`src/rtl/drv_c2sif_gpio.sv`:
```
// c2sif GPIO endpoint: drives a WIDTH-bit din bus and samples a synchronised dout bus
// on request (write/read/set/clear/toggle, one-clock pulse, wait-for-condition with timeout).
module drv_c2sif_gpio #(
  parameter int               ID          = 0,
  parameter int               WIDTH       = 32,
  parameter logic [WIDTH-1:0] INIT        = '0,
  parameter int               SYNC_STAGES = 2,
  parameter int               TIMEOUT     = 1024
) (
  input  logic             clk,
  input  logic             rst,
  input  logic             req,
  input  logic [7:0]       id,
  input  logic [3:0]       fn,
  input  logic [WIDTH-1:0] wdata,
  output logic             ack,
  output logic [7:0]       ret,
  output logic [WIDTH-1:0] rdata,
  output logic [WIDTH-1:0] din,
  input  logic [WIDTH-1:0] dout,
  output logic [2:0]       dbg_state
);

  localparam logic [2:0] IDLE  = 3'd0;
  localparam logic [2:0] SKIP  = 3'd1;
  localparam logic [2:0] EXEC  = 3'd2;
  localparam logic [2:0] PULSE = 3'd3;
  localparam logic [2:0] WAIT  = 3'd4;
  localparam logic [2:0] ACK   = 3'd5;

  localparam int            CW       = $clog2(TIMEOUT + 1);
  localparam logic [CW-1:0] CNT_LAST = CW'(TIMEOUT - 1);
  localparam logic [7:0]    MY_ID    = ID[7:0];

  // Handshake: 4-phase. A request starts on a rising req; ack rises once the
  // operation is done and stays high (ret/rdata stable) until req is seen low.

  logic [2:0]       state_q, state_d;
  logic             req_q;
  logic [3:0]       fn_q, fn_d;
  logic [WIDTH-1:0] wdata_q, wdata_d;
  logic [WIDTH-1:0] din_q, din_d;
  logic [WIDTH-1:0] saved_q, saved_d;
  logic [CW-1:0]    cnt_q, cnt_d;
  logic             ack_q, ack_d;
  logic [7:0]       ret_q, ret_d;
  logic [WIDTH-1:0] rdata_q, rdata_d;
  logic [SYNC_STAGES-1:0][WIDTH-1:0] sync_q;
  logic [WIDTH-1:0] dout_s;
  logic             rise;

  assign dout_s = sync_q[SYNC_STAGES-1];
  assign rise   = req & ~req_q;

  always_comb begin
    state_d = state_q;
    fn_d    = fn_q;
    wdata_d = wdata_q;
    din_d   = din_q;
    saved_d = saved_q;
    cnt_d   = cnt_q;
    ack_d   = ack_q;
    ret_d   = ret_q;
    rdata_d = rdata_q;
    case (state_q)
      IDLE: begin
        if (rise && id == MY_ID) begin
          fn_d    = fn;
          wdata_d = wdata;
          state_d = EXEC;
        end else if (rise) begin
          state_d = SKIP;
        end
      end
      SKIP: if (!req) state_d = IDLE;
      EXEC: begin
        rdata_d = '0;
        ret_d   = 8'd0;
        ack_d   = 1'b1;
        state_d = ACK;
        case (fn_q)
          4'd0: din_d = wdata_q;
          4'd1: rdata_d = din_q;
          4'd2: rdata_d = dout_s;
          4'd3: din_d = din_q | wdata_q;
          4'd4: din_d = din_q & ~wdata_q;
          4'd5: din_d = din_q ^ wdata_q;
          4'd6: begin
            din_d   = din_q ^ wdata_q;
            saved_d = din_q;
            ack_d   = 1'b0;
            state_d = PULSE;
          end
          4'd7: begin
            cnt_d   = '0;
            ack_d   = 1'b0;
            state_d = WAIT;
          end
          default: ret_d = 8'd1;
        endcase
      end
      PULSE: begin
        din_d   = saved_q;
        ret_d   = 8'd0;
        ack_d   = 1'b1;
        state_d = ACK;
      end
      WAIT: begin
        if ((dout_s & wdata_q) != '0) begin
          rdata_d = dout_s;
          ret_d   = 8'd0;
          ack_d   = 1'b1;
          state_d = ACK;
        end else if (cnt_q == CNT_LAST) begin
          rdata_d = dout_s;
          ret_d   = 8'd2;
          ack_d   = 1'b1;
          state_d = ACK;
        end else begin
          cnt_d = cnt_q + 1'b1;
        end
      end
      ACK: begin
        if (!req) begin
          ack_d   = 1'b0;
          state_d = IDLE;
        end
      end
      default: state_d = IDLE;
    endcase
  end

  always_ff @(posedge clk) begin
    if (rst) begin
      state_q <= IDLE;
      req_q   <= 1'b1;  // a req held through reset must not look like a new rise
      fn_q    <= '0;
      wdata_q <= '0;
      din_q   <= INIT;
      saved_q <= '0;
      cnt_q   <= '0;
      ack_q   <= 1'b0;
      ret_q   <= '0;
      rdata_q <= '0;
      sync_q  <= '0;
    end else begin
      state_q   <= state_d;
      req_q     <= req;
      fn_q      <= fn_d;
      wdata_q   <= wdata_d;
      din_q     <= din_d;
      saved_q   <= saved_d;
      cnt_q     <= cnt_d;
      ack_q     <= ack_d;
      ret_q     <= ret_d;
      rdata_q   <= rdata_d;
      sync_q[0] <= dout;
      for (int i = 1; i < SYNC_STAGES; i++) sync_q[i] <= sync_q[i-1];
    end
  end

  assign ack       = ack_q;
  assign ret       = ret_q;
  assign rdata     = rdata_q;
  assign din       = din_q;
  assign dbg_state = state_q;

endmodule
```
`config.mk`:
```
export PLATFORM = sky130hd
export DESIGN_NAME = drv_c2sif_gpio
export DESIGN_NICKNAME = d
export VERILOG_FILES = /design/src/rtl/drv_c2sif_gpio.sv
export SDC_FILE = /design/constraint.sdc
export NUM_CORES = 1
export LEC_CHECK = 0
export CAP_MARGIN = 20
export CORE_ASPECT_RATIO = 1.4
export CORE_MARGIN = 5
export CORE_UTILIZATION = 58
export CTS_CLUSTER_SIZE = 24
export DETAILED_ROUTE_END_ITERATION = 12
export PLACE_DENSITY = 0.85
export SYNTH_ARGS = -nofsm -noshare
export SYNTH_HDL_FRONTEND = slang
export SYNTH_SLANG_ARGS = --single-unit
```
`constraint.sdc`:
```
create_clock -name clk -period 3.3 [get_ports clk]
set_input_delay 0.99 -clock clk [delete_from_list [all_inputs] [get_ports clk]]
set_output_delay 0.99 -clock clk [all_outputs]
set_load 0.01 [all_outputs]
```
Yosys cells after proc, flatten, opt, wreduce, memory -nomap -nowiden
Cells that the tools add are included.
W data, S select, Z words.

operators by class
  muxes and demuxes = 26
  reduce and logical (&&, ||, !) cells = 21
  equality and inequality tests = 21
  add/subtract/negate cells = 1
  bitwise logic cells = 7

operators by type and width
  cell                     count
  $pmux W32 S2             3
  $pmux W32 S4             1
  $and A32 B32 Y32         2
  $mux W32                 2
  $mux W11                 3
  $not A32 Y32             1
  $or A32 B32 Y32          1
  $reduce_bool A32 Y1      1
  $xor A32 B32 Y32         1
  $pmux W8 S3              1
  $pmux W11 S2             1
  $eq A4 B3 Y1 const B     4
  $mux W8                  2
  $mux W3                  5
  $pmux W3 S5              1
  $add A11 B1 Y11 const B  1
  $eq A11 B10 Y1 const B   1
  $reduce_and A2 Y1        5
  $eq A4 B2 Y1 const B     2
  $logic_not A8 Y1         1
  $ne A2 B2 Y1 const B     4
  $reduce_or A8 Y1         1
  $eq A3 B2 Y1 const B     2
  $eq A3 B3 Y1 const B     2
  19 further kinds         28

word-level totals
  word-level logic and storage cells = 88
  register bits after elaboration = 220
  input port bits = 79
  output and inout bits = 76

Logic depth before layout (Yosys ltp)
Gate-level depths: netlist of the first run.

  depth in word-level cells = 5
  gate-level depth with buffers = 9
  depth with buffers taken out = 7

Least setup slack after synthesis of the first run
Ideal clock, no wire load.

  path kind = input to register
  from = input id[4]
  to = register fn_q[3]
  data arrival time = 2.205 ns
  setup slack = 1.025 ns
  setup time = 0.070 ns
  cell stages on the path = 6
  buffers on the path = 1
  data required time = 3.230 ns
  path through = nor4_1 nand4_1 nor3_2 clkbuf_1 nand2_1 a21oi_1

between the ends
  cells in the longest elaborated chain, start to end = 3

ends and longest elaborated chain
  element                      RTL line  text
  start, declared              13        input logic [7:0] id,
  $logic_not A8 Y1             67        if (rise && id == MY_ID) begin
  $logic_and A1 B1 Y1          67
  $reduce_and A2 Y1 (no line)  --
  end signal, assigned         149       fn_q <= fn_d;
  end, declared                40        logic [3:0] fn_q, fn_d;

Every way passes these cells.
A chain may end at the register's enable or synchronous reset.

Worst setup path after layout of the first run
  from = register state_q[0], in the netlist dbg_state[0]
  to = output dbg_state[0]

RTL lines
  element                 RTL line  text
  start, declared         38        logic [2:0] state_q, state_d;
  start signal, assigned  147       state_q <= state_d;
  end, declared           21        output logic [2:0] dbg_state

No word-level cell between the ends.

==> results.cfg, run 1 <==
[global_route]
grt.total_usage = 0.2749
grt_max_degree = 98
grt-ovfl-total = 0
grt_pass1_wl_um = 45080
via_count_of_the_first_global_routing_pass = 9121
grt_antenna_before_repair = 0

[clock_network]
numClockSinks = 214
cts_tree = built
post_cts_resize_count = 0
tritoncts.num_buffers = 21
hold_buffers = 0
cts.repair_timing.setup_buffer_count = 0
htree_levels = 1
clk_latency_ns = 0.50
ctsLongestPathBuffers = 3
clk_root_buffer_cell = sky130_fd_sc_hd__clkbuf_16
clkSlewWorstSetupHoldPaths_ns = 0.06

[critical_path]
crit-reg2reg-launch = dbg_state[1]$_SDFFE_PP0P_
critPathBufInv = 2
crit_required_ns = 2.31
setup.worst_path.end_class = primary output
timing.critical_path.arrival_ns = 2.03
worst_path_fanout_max = 51
critical_path.startpoint = dbg_state[0]$_SDFFE_PP0P_
max_stage_delay_ns = 0.66
highest_delay_cell_along_the_critical_path = sky130_fd_sc_hd__clkdlybuf4s50_1
critPathLaunchType = flop
critPathKind = reg -> out
critical_path.reg2reg.endpoint = rdata[15]$_SDFFE_PP0P_
regToRegSetupSlack_ns = 0.58
timing.critical_path.to = dbg_state[0]
path_cells = buf_4, clkdlybuf4s50_1
r2r_cells = 7
cpLargestDelayFamily = buffers and inverters
worst-path-stages = 2

[floorplanning]
floorplan.core_area_sq_um = 17190
die_width_um = 121.2
die_h_um = 165.7
floorplan.io_pins = 155
initial_core_util = 0.5842
rows = 57
floorplan.die_area_sq_um = 20080

[place]
place_congestion = 0.8549
placed_cell_area_sq_um = 11740
hpwl_um = 19120
port_buffers = 148

[drt]
routed_wl_um = 28360
drt_iter0_markers = 878
drtPass1Iterations = 5
post-route-drc-count = 0
route.antenna.remaining_nets = 0
vias_per_cell = 5.864
routed-via-count = 9183
avgRoutedWirePerCell_um = 18.11

[layout]
post-route-util = 0.7225
final_net_count = 1463
seqCellArea_sq_um = 4285
inserted_diodes = 0
layout-drive-gt1-share = 0.06165
nFillCells = 1281
final_area_sq_um = 12420
multiInputGateArea_sq_um = 5184
area_growth_pct = 23.68

[synth]
yosysUniqueCellTypes = 51
yosys_register_bits = 214
synth.yosys.seq_area_share = 0.4267
synth.avg_cell_area_sq_um = 8.333
syn_inst = 1205
ys_async_sr_fraction = 0
number_of_enable_flip_flop_cells_after_synthesis = 0
synth.yosys.warnings = 0
synth-main-ff-cell = sky130_fd_sc_hd__dfxtp_1
mappedNetlistArea_sq_um = 10040

[timing]
finalHoldViolCount = 0
grt_setup_unrepaired = false
clock-skew-final_ns = 0.01005
finalMaxSlewViolations = 0
finalCriticalPeriod_ns = 3.022
setup_tns_ns = 0
hold-worst-slack_ns = 0.4366
finalSetupViolations = 0
post-route-period-util = 0.9158
worst_slew_pin_slew_ns = 1.076
slew_headroom = 0.2772
max_freq_mhz = 330.9

[outcome]
run_status = completed

[power]
reported_leakage_power_nw = 4.273
pwr_density_cell_nw_per_um2 = 423.3
worst_ir_drop_vdd_mv = 0.3300

[min_path]
worstHoldPathType = reg -> reg

[job]
timing.max_cap.violations = 0
==> worst min path at each step <==
stage / start / to / slack, ns / cells after the start
detailed placement: sync_q[3]$_SDFF_PP0_ / dout_s[3]$_SDFF_PP0_ / 0.42 / 1
global route: sync_q[30]$_SDFF_PP0_ / dout_s[30]$_SDFF_PP0_ / 0.45 / 1
global placement: sync_q[3]$_SDFF_PP0_ / dout_s[3]$_SDFF_PP0_ / 0.42 / 1
floorplan: sync_q[0]$_SDFF_PP0_ / dout_s[0]$_SDFF_PP0_ / 0.41 / 1
CTS: sync_q[0]$_SDFF_PP0_ / dout_s[0]$_SDFF_PP0_ / 0.44 / 1
finish: sync_q[3]$_SDFF_PP0_ / dout_s[3]$_SDFF_PP0_ / 0.44 / 1
==> placed cells by master (no fill, tap or decap), types with 7 or more instances in the layout <==
master | netlist | layout
sky130_fd_sc_hd__nand3_1 | 19 | 19
sky130_fd_sc_hd__dfxtp_1 | 214 | 213
sky130_fd_sc_hd__ha_1 | 65 | 65
sky130_fd_sc_hd__nor2b_1 | 97 | 97
sky130_fd_sc_hd__nand2b_1 | 8 | 8
sky130_fd_sc_hd__inv_1 | 67 | 67
sky130_fd_sc_hd__a221oi_1 | 32 | 32
sky130_fd_sc_hd__a31oi_1 | 8 | 8
sky130_fd_sc_hd__mux2_2 | 7 | 7
sky130_fd_sc_hd__nand2_1 | 181 | 181
sky130_fd_sc_hd__mux2_1 | 25 | 25
sky130_fd_sc_hd__a21oi_1 | 145 | 144
sky130_fd_sc_hd__nor2_1 | 111 | 111
sky130_fd_sc_hd__buf_4 | 9 | 27
sky130_fd_sc_hd__a22oi_1 | 48 | 48
sky130_fd_sc_hd__a211oi_1 | 33 | 33
sky130_fd_sc_hd__clkbuf_16 | 0 | 21
sky130_fd_sc_hd__clkdlybuf4s50_1 | 0 | 147
==> cells by family (layout without fill, tap and decap cells) <==
| kind of cell | count (synthesis) | in the layout | synth area share |
|---|---|---|---|
| muxes | 32 | 32 | 0.03589 |
| xor gates and xnor gates | 1 | 1 | 0.0008724 |
| adders and majority gates | 65 | 65 | 0.08100 |
| AOI/OAI and AO/OA | 284 | 284 | 0.1806 |
| and+or+nand+nor | 450 | 450 | 0.2102 |
| other | 1 | 6 | 0.0003735 |
| DFF | 214 | 214 | 0.4267 |
| buffers and inverters | 158 | 278 | 0.06442 |
==> Yosys cell counts (2+ instances only) <==
cell | instances | area share
sky130_fd_sc_hd__nor3_2 | 3 | 0.0030
sky130_fd_sc_hd__clkbuf_1 | 65 | 0.024
sky130_fd_sc_hd__mux2_2 | 7 | 0.0079
sky130_fd_sc_hd__a22oi_1 | 48 | 0.036
sky130_fd_sc_hd__buf_4 | 9 | 0.0067
sky130_fd_sc_hd__a221oi_1 | 32 | 0.028
sky130_fd_sc_hd__ha_1 | 65 | 0.081
sky130_fd_sc_hd__or4_1 | 2 | 0.0015
sky130_fd_sc_hd__nand2_1 | 181 | 0.068
sky130_fd_sc_hd__or2_2 | 2 | 0.0012
sky130_fd_sc_hd__nor2_1 | 111 | 0.041
sky130_fd_sc_hd__o31ai_1 | 3 | 0.0022
sky130_fd_sc_hd__mux2_1 | 25 | 0.028
sky130_fd_sc_hd__o21ai_0 | 4 | 0.0020
sky130_fd_sc_hd__and3_1 | 2 | 0.0012
sky130_fd_sc_hd__nor4_2 | 2 | 0.0025
sky130_fd_sc_hd__nand3_1 | 19 | 0.0095
sky130_fd_sc_hd__inv_1 | 67 | 0.025
sky130_fd_sc_hd__a211oi_1 | 33 | 0.025
sky130_fd_sc_hd__a21oi_1 | 145 | 0.072
sky130_fd_sc_hd__nor4_1 | 2 | 0.0012
sky130_fd_sc_hd__a31oi_1 | 8 | 0.0050
sky130_fd_sc_hd__nand2b_1 | 8 | 0.0050
sky130_fd_sc_hd__and2_1 | 2 | 0.0012
sky130_fd_sc_hd__buf_2 | 16 | 0.0080
sky130_fd_sc_hd__nor2b_1 | 97 | 0.060
sky130_fd_sc_hd__nor3b_1 | 2 | 0.0015
sky130_fd_sc_hd__nor3_1 | 3 | 0.0015
sky130_fd_sc_hd__nand4_1 | 4 | 0.0025
sky130_fd_sc_hd__or3_1 | 4 | 0.0025
sky130_fd_sc_hd__dfxtp_1 | 214 | 0.43
==> flip-flops by register name, indices dropped and copies added (netlist names) <==
| register | cells |
|---|---|
| din | 32 |
| dout_s | 32 |
| rdata | 32 |
| saved_q | 32 |
| sync_q | 32 |
| wdata_q | 32 |
| cnt_q | 11 |
| fn_q | 4 |
| dbg_state | 3 |
| ret | 2 |
| ack | 1 |
| req_q | 1 |
==> final cells by class <==
| class | instances | share of cell area |
|---|---|---|
| Multi-Input combinational cell | 838 | 0.4174 |
| Timing Repair Buffer | 177 | 0.1389 |
| Clock inverter | 5 | 0.006549 |
| Tap cell | 236 | 0.02378 |
| Sequential cell | 214 | 0.3451 |
| Clock buffer | 29 | 0.04796 |
| Inverter | 67 | 0.02025 |
==> layer usage <==
metal | track usage | wire length [um]
met5 | 0 | 0
met1 | 0.3259 | 10760
met2 | 0.4809 | 14310
met3 | 0.04297 | 2186
met4 | 0.1307 | 1113
==> power breakdown <==
group / switching (mW) / internal, mW
logic: 0.111 / 0.121
registers: 0.0215 / 2.62
clock network: 0.970 / 1.41
==> per-stage QoR <==
stage / worst slack (ns) / total power, mW / instances
2_1_floorplan: 1.025 / 2.786 / 1210
3_3_place_gp: 0.6168 / 2.925 / 1532
3_5_place_dp: 0.5735 / 2.927 / 1532
4_1_cts: 0.2886 / 5.283 / 1566
5_1_grt: 0.2152 / 5.397 / 1566
6_report: 0.2780 / 5.256 / 1566
Note: power is estimated with default switching activity, not from simulation.
==> run 2, diff against run 1 <==
--- a/config.mk
+++ b/config.mk
@@ -6,12 +6,14 @@
 export NUM_CORES = 1
 export LEC_CHECK = 0
 export CAP_MARGIN = 20
+export CELL_PAD_IN_SITES_DETAIL_PLACEMENT = 1
+export CELL_PAD_IN_SITES_GLOBAL_PLACEMENT = 2
 export CORE_ASPECT_RATIO = 1.4
 export CORE_MARGIN = 5
-export CORE_UTILIZATION = 58
+export CORE_UTILIZATION = 35
 export CTS_CLUSTER_SIZE = 24
 export DETAILED_ROUTE_END_ITERATION = 12
-export PLACE_DENSITY = 0.85
+export PLACE_DENSITY_LB_ADDON = 0.1
 export SYNTH_ARGS = -nofsm -noshare
 export SYNTH_HDL_FRONTEND = slang
 export SYNTH_SLANG_ARGS = --single-unit
==> results.cfg, run 2 (synthesis results as in run 1) <==
[global_route]
grt_max_degree = 50
grt-ovfl-total = 0
grt.total_usage = 0.2059
via_count_of_the_first_global_routing_pass = 9285
grt_antenna_before_repair = 0
grt_pass1_wl_um = 53170

[place]
placed_cells_incl_taps = 1672
place_congestion = 0.7535
hpwl_um = 22650
port_buffers = 148

[timing]
post-route-period-util = 0.8119
hold-worst-slack_ns = 0.4337
finalHoldViolCount = 0
finalMaxSlewViolations = 0
setup_tns_ns = 0
clock-skew-final_ns = 0.009928
worst_slew_pin_slew_ns = 0.9656
finalCriticalPeriod_ns = 2.679
max_freq_mhz = 373.2
finalSetupViolations = 0
slew_headroom = 0.3563
grt_setup_unrepaired = false

[critical_path]
max_stage_delay_ns = 0.61
critPathBufInv = 1
path_cells = clkdlybuf4s50_1
critPathKind = reg -> out
cpLargestDelayFamily = buffers and inverters
worst_path_fanout_max = 17
timing.critical_path.arrival_ns = 1.69
highest_delay_cell_along_the_critical_path = sky130_fd_sc_hd__clkdlybuf4s50_1
crit_required_ns = 2.31
critPathLaunchType = flop
setup.worst_path.end_class = primary output

[drt]
wl_met3_um = 1494
vias_per_cell = 5.149
top_metal_layer_carrying_routed_signals = met4
drtPass1Iterations = 4
met1_wl_um = 14640
drt_iter0_markers = 289
avgRoutedWirePerCell_um = 19.94
post-route-drc-count = 0
route.antenna.remaining_nets = 0
routed_wl_um = 34220
routed-via-count = 8836
dr_wl_met2_um = 17370

[floorplanning]
floorplan.die_area_sq_um = 32220
rows = 73
die_width_um = 153.2
die_h_um = 210.4
initial_core_util = 0.3535
floorplan.core_area_sq_um = 28410
floorplan.io_pins = 155

[outcome]
run_status = completed

[layout]
seqCellArea_sq_um = 4285
nFillCells = 3351
layout-drive-gt1-share = 0.07159
inserted_diodes = 0
final_net_count = 1468
area_growth_pct = 27.83
fin_cells = 1716
layout_commonest_cell = sky130_fd_sc_hd__dfxtp_1
multiInputGateArea_sq_um = 5185
most-common-layout-cells = 213 x sky130_fd_sc_hd__dfxtp_1, 181 x sky130_fd_sc_hd__nand2_1, 147 x sky130_fd_sc_hd__clkdlybuf4s50_1

[job]
timing.max_cap.violations = 0

[clock_network]
post_cts_resize_count = 0
numClockSinks = 214
clkSlewWorstSetupHoldPaths_ns = 0.06
tritoncts.num_buffers = 24
hold_buffers = 0
clk_root_buffer_cell = sky130_fd_sc_hd__clkbuf_16
clk_latency_ns = 0.52
htree_levels = 1
cts_tree = built
ctsLongestPathBuffers = 3
cts.repair_timing.setup_buffer_count = 0

[power]
pwr_density_cell_nw_per_um2 = 443.7
worst_ir_drop_vdd_mv = 0.3046
reported_leakage_power_nw = 4.391
totalPowerFinal_mw = 5.694

[min_path]
worstHoldPathType = reg -> reg
[run 2: layer usage]
| metal | vias to the layer above | global-route usage |
|---|---|---|
| li1 | 4303 | - |
| met1 | 4322 | 0.2525 |
| met2 | 168 | 0.3772 |
| met3 | 43 | 0.02999 |
| met4 | 0 | 0.05318 |
| met5 | - | 0 |
[run 2: report_power, final]
part	internal, mW	total (mW)	switching [mW]
sequential	2.62	2.65	0.0271
clock	1.69	2.81	1.12
combinational	0.122	0.233	0.111
total	4.43	5.69	1.26
[run 2: metrics by stage]
stage | util | instance area [sq um] | setup WS [ns]
floorplan | - | 10060 | 1.025
finish | 0.4518 | 12830 | 0.6207
CTS | 0.4509 | 12810 | 0.5915
detailed placement | 0.4217 | 11980 | 0.5681
global route | 0.4518 | 12830 | 0.5426
global placement | 0.4213 | 11970 | 0.5507
[run 2: layout make-up]
class                      count  area share
clock buffer                  34     0.05683
inverter                      67     0.01959
timing repair buffer         179      0.1414
sequential                   214      0.3339
tap                          375     0.03656
multi-input combinational    838      0.4040
clock inverter                 9    0.007799
[run 2: path summary, 6_finish.rpt]
| path | startpoint | end | slack (ns) | cells past startpoint |
|---|---|---|---|---|
| max reg2reg | fn_q[2]$_SDFFE_PP0N_ | saved_q[0]$_SDFFE_PP0P_ | 0.76 | 4 |
| min | sync_q[26]$_SDFF_PP0_ | dout_s[26]$_SDFF_PP0_ | 0.43 | 1 |
| min reg2reg | sync_q[26]$_SDFF_PP0_ | dout_s[26]$_SDFF_PP0_ | 0.43 | 1 |
| max | dbg_state[0]$_SDFFE_PP0P_ | dbg_state[0] | 0.62 | 1 |
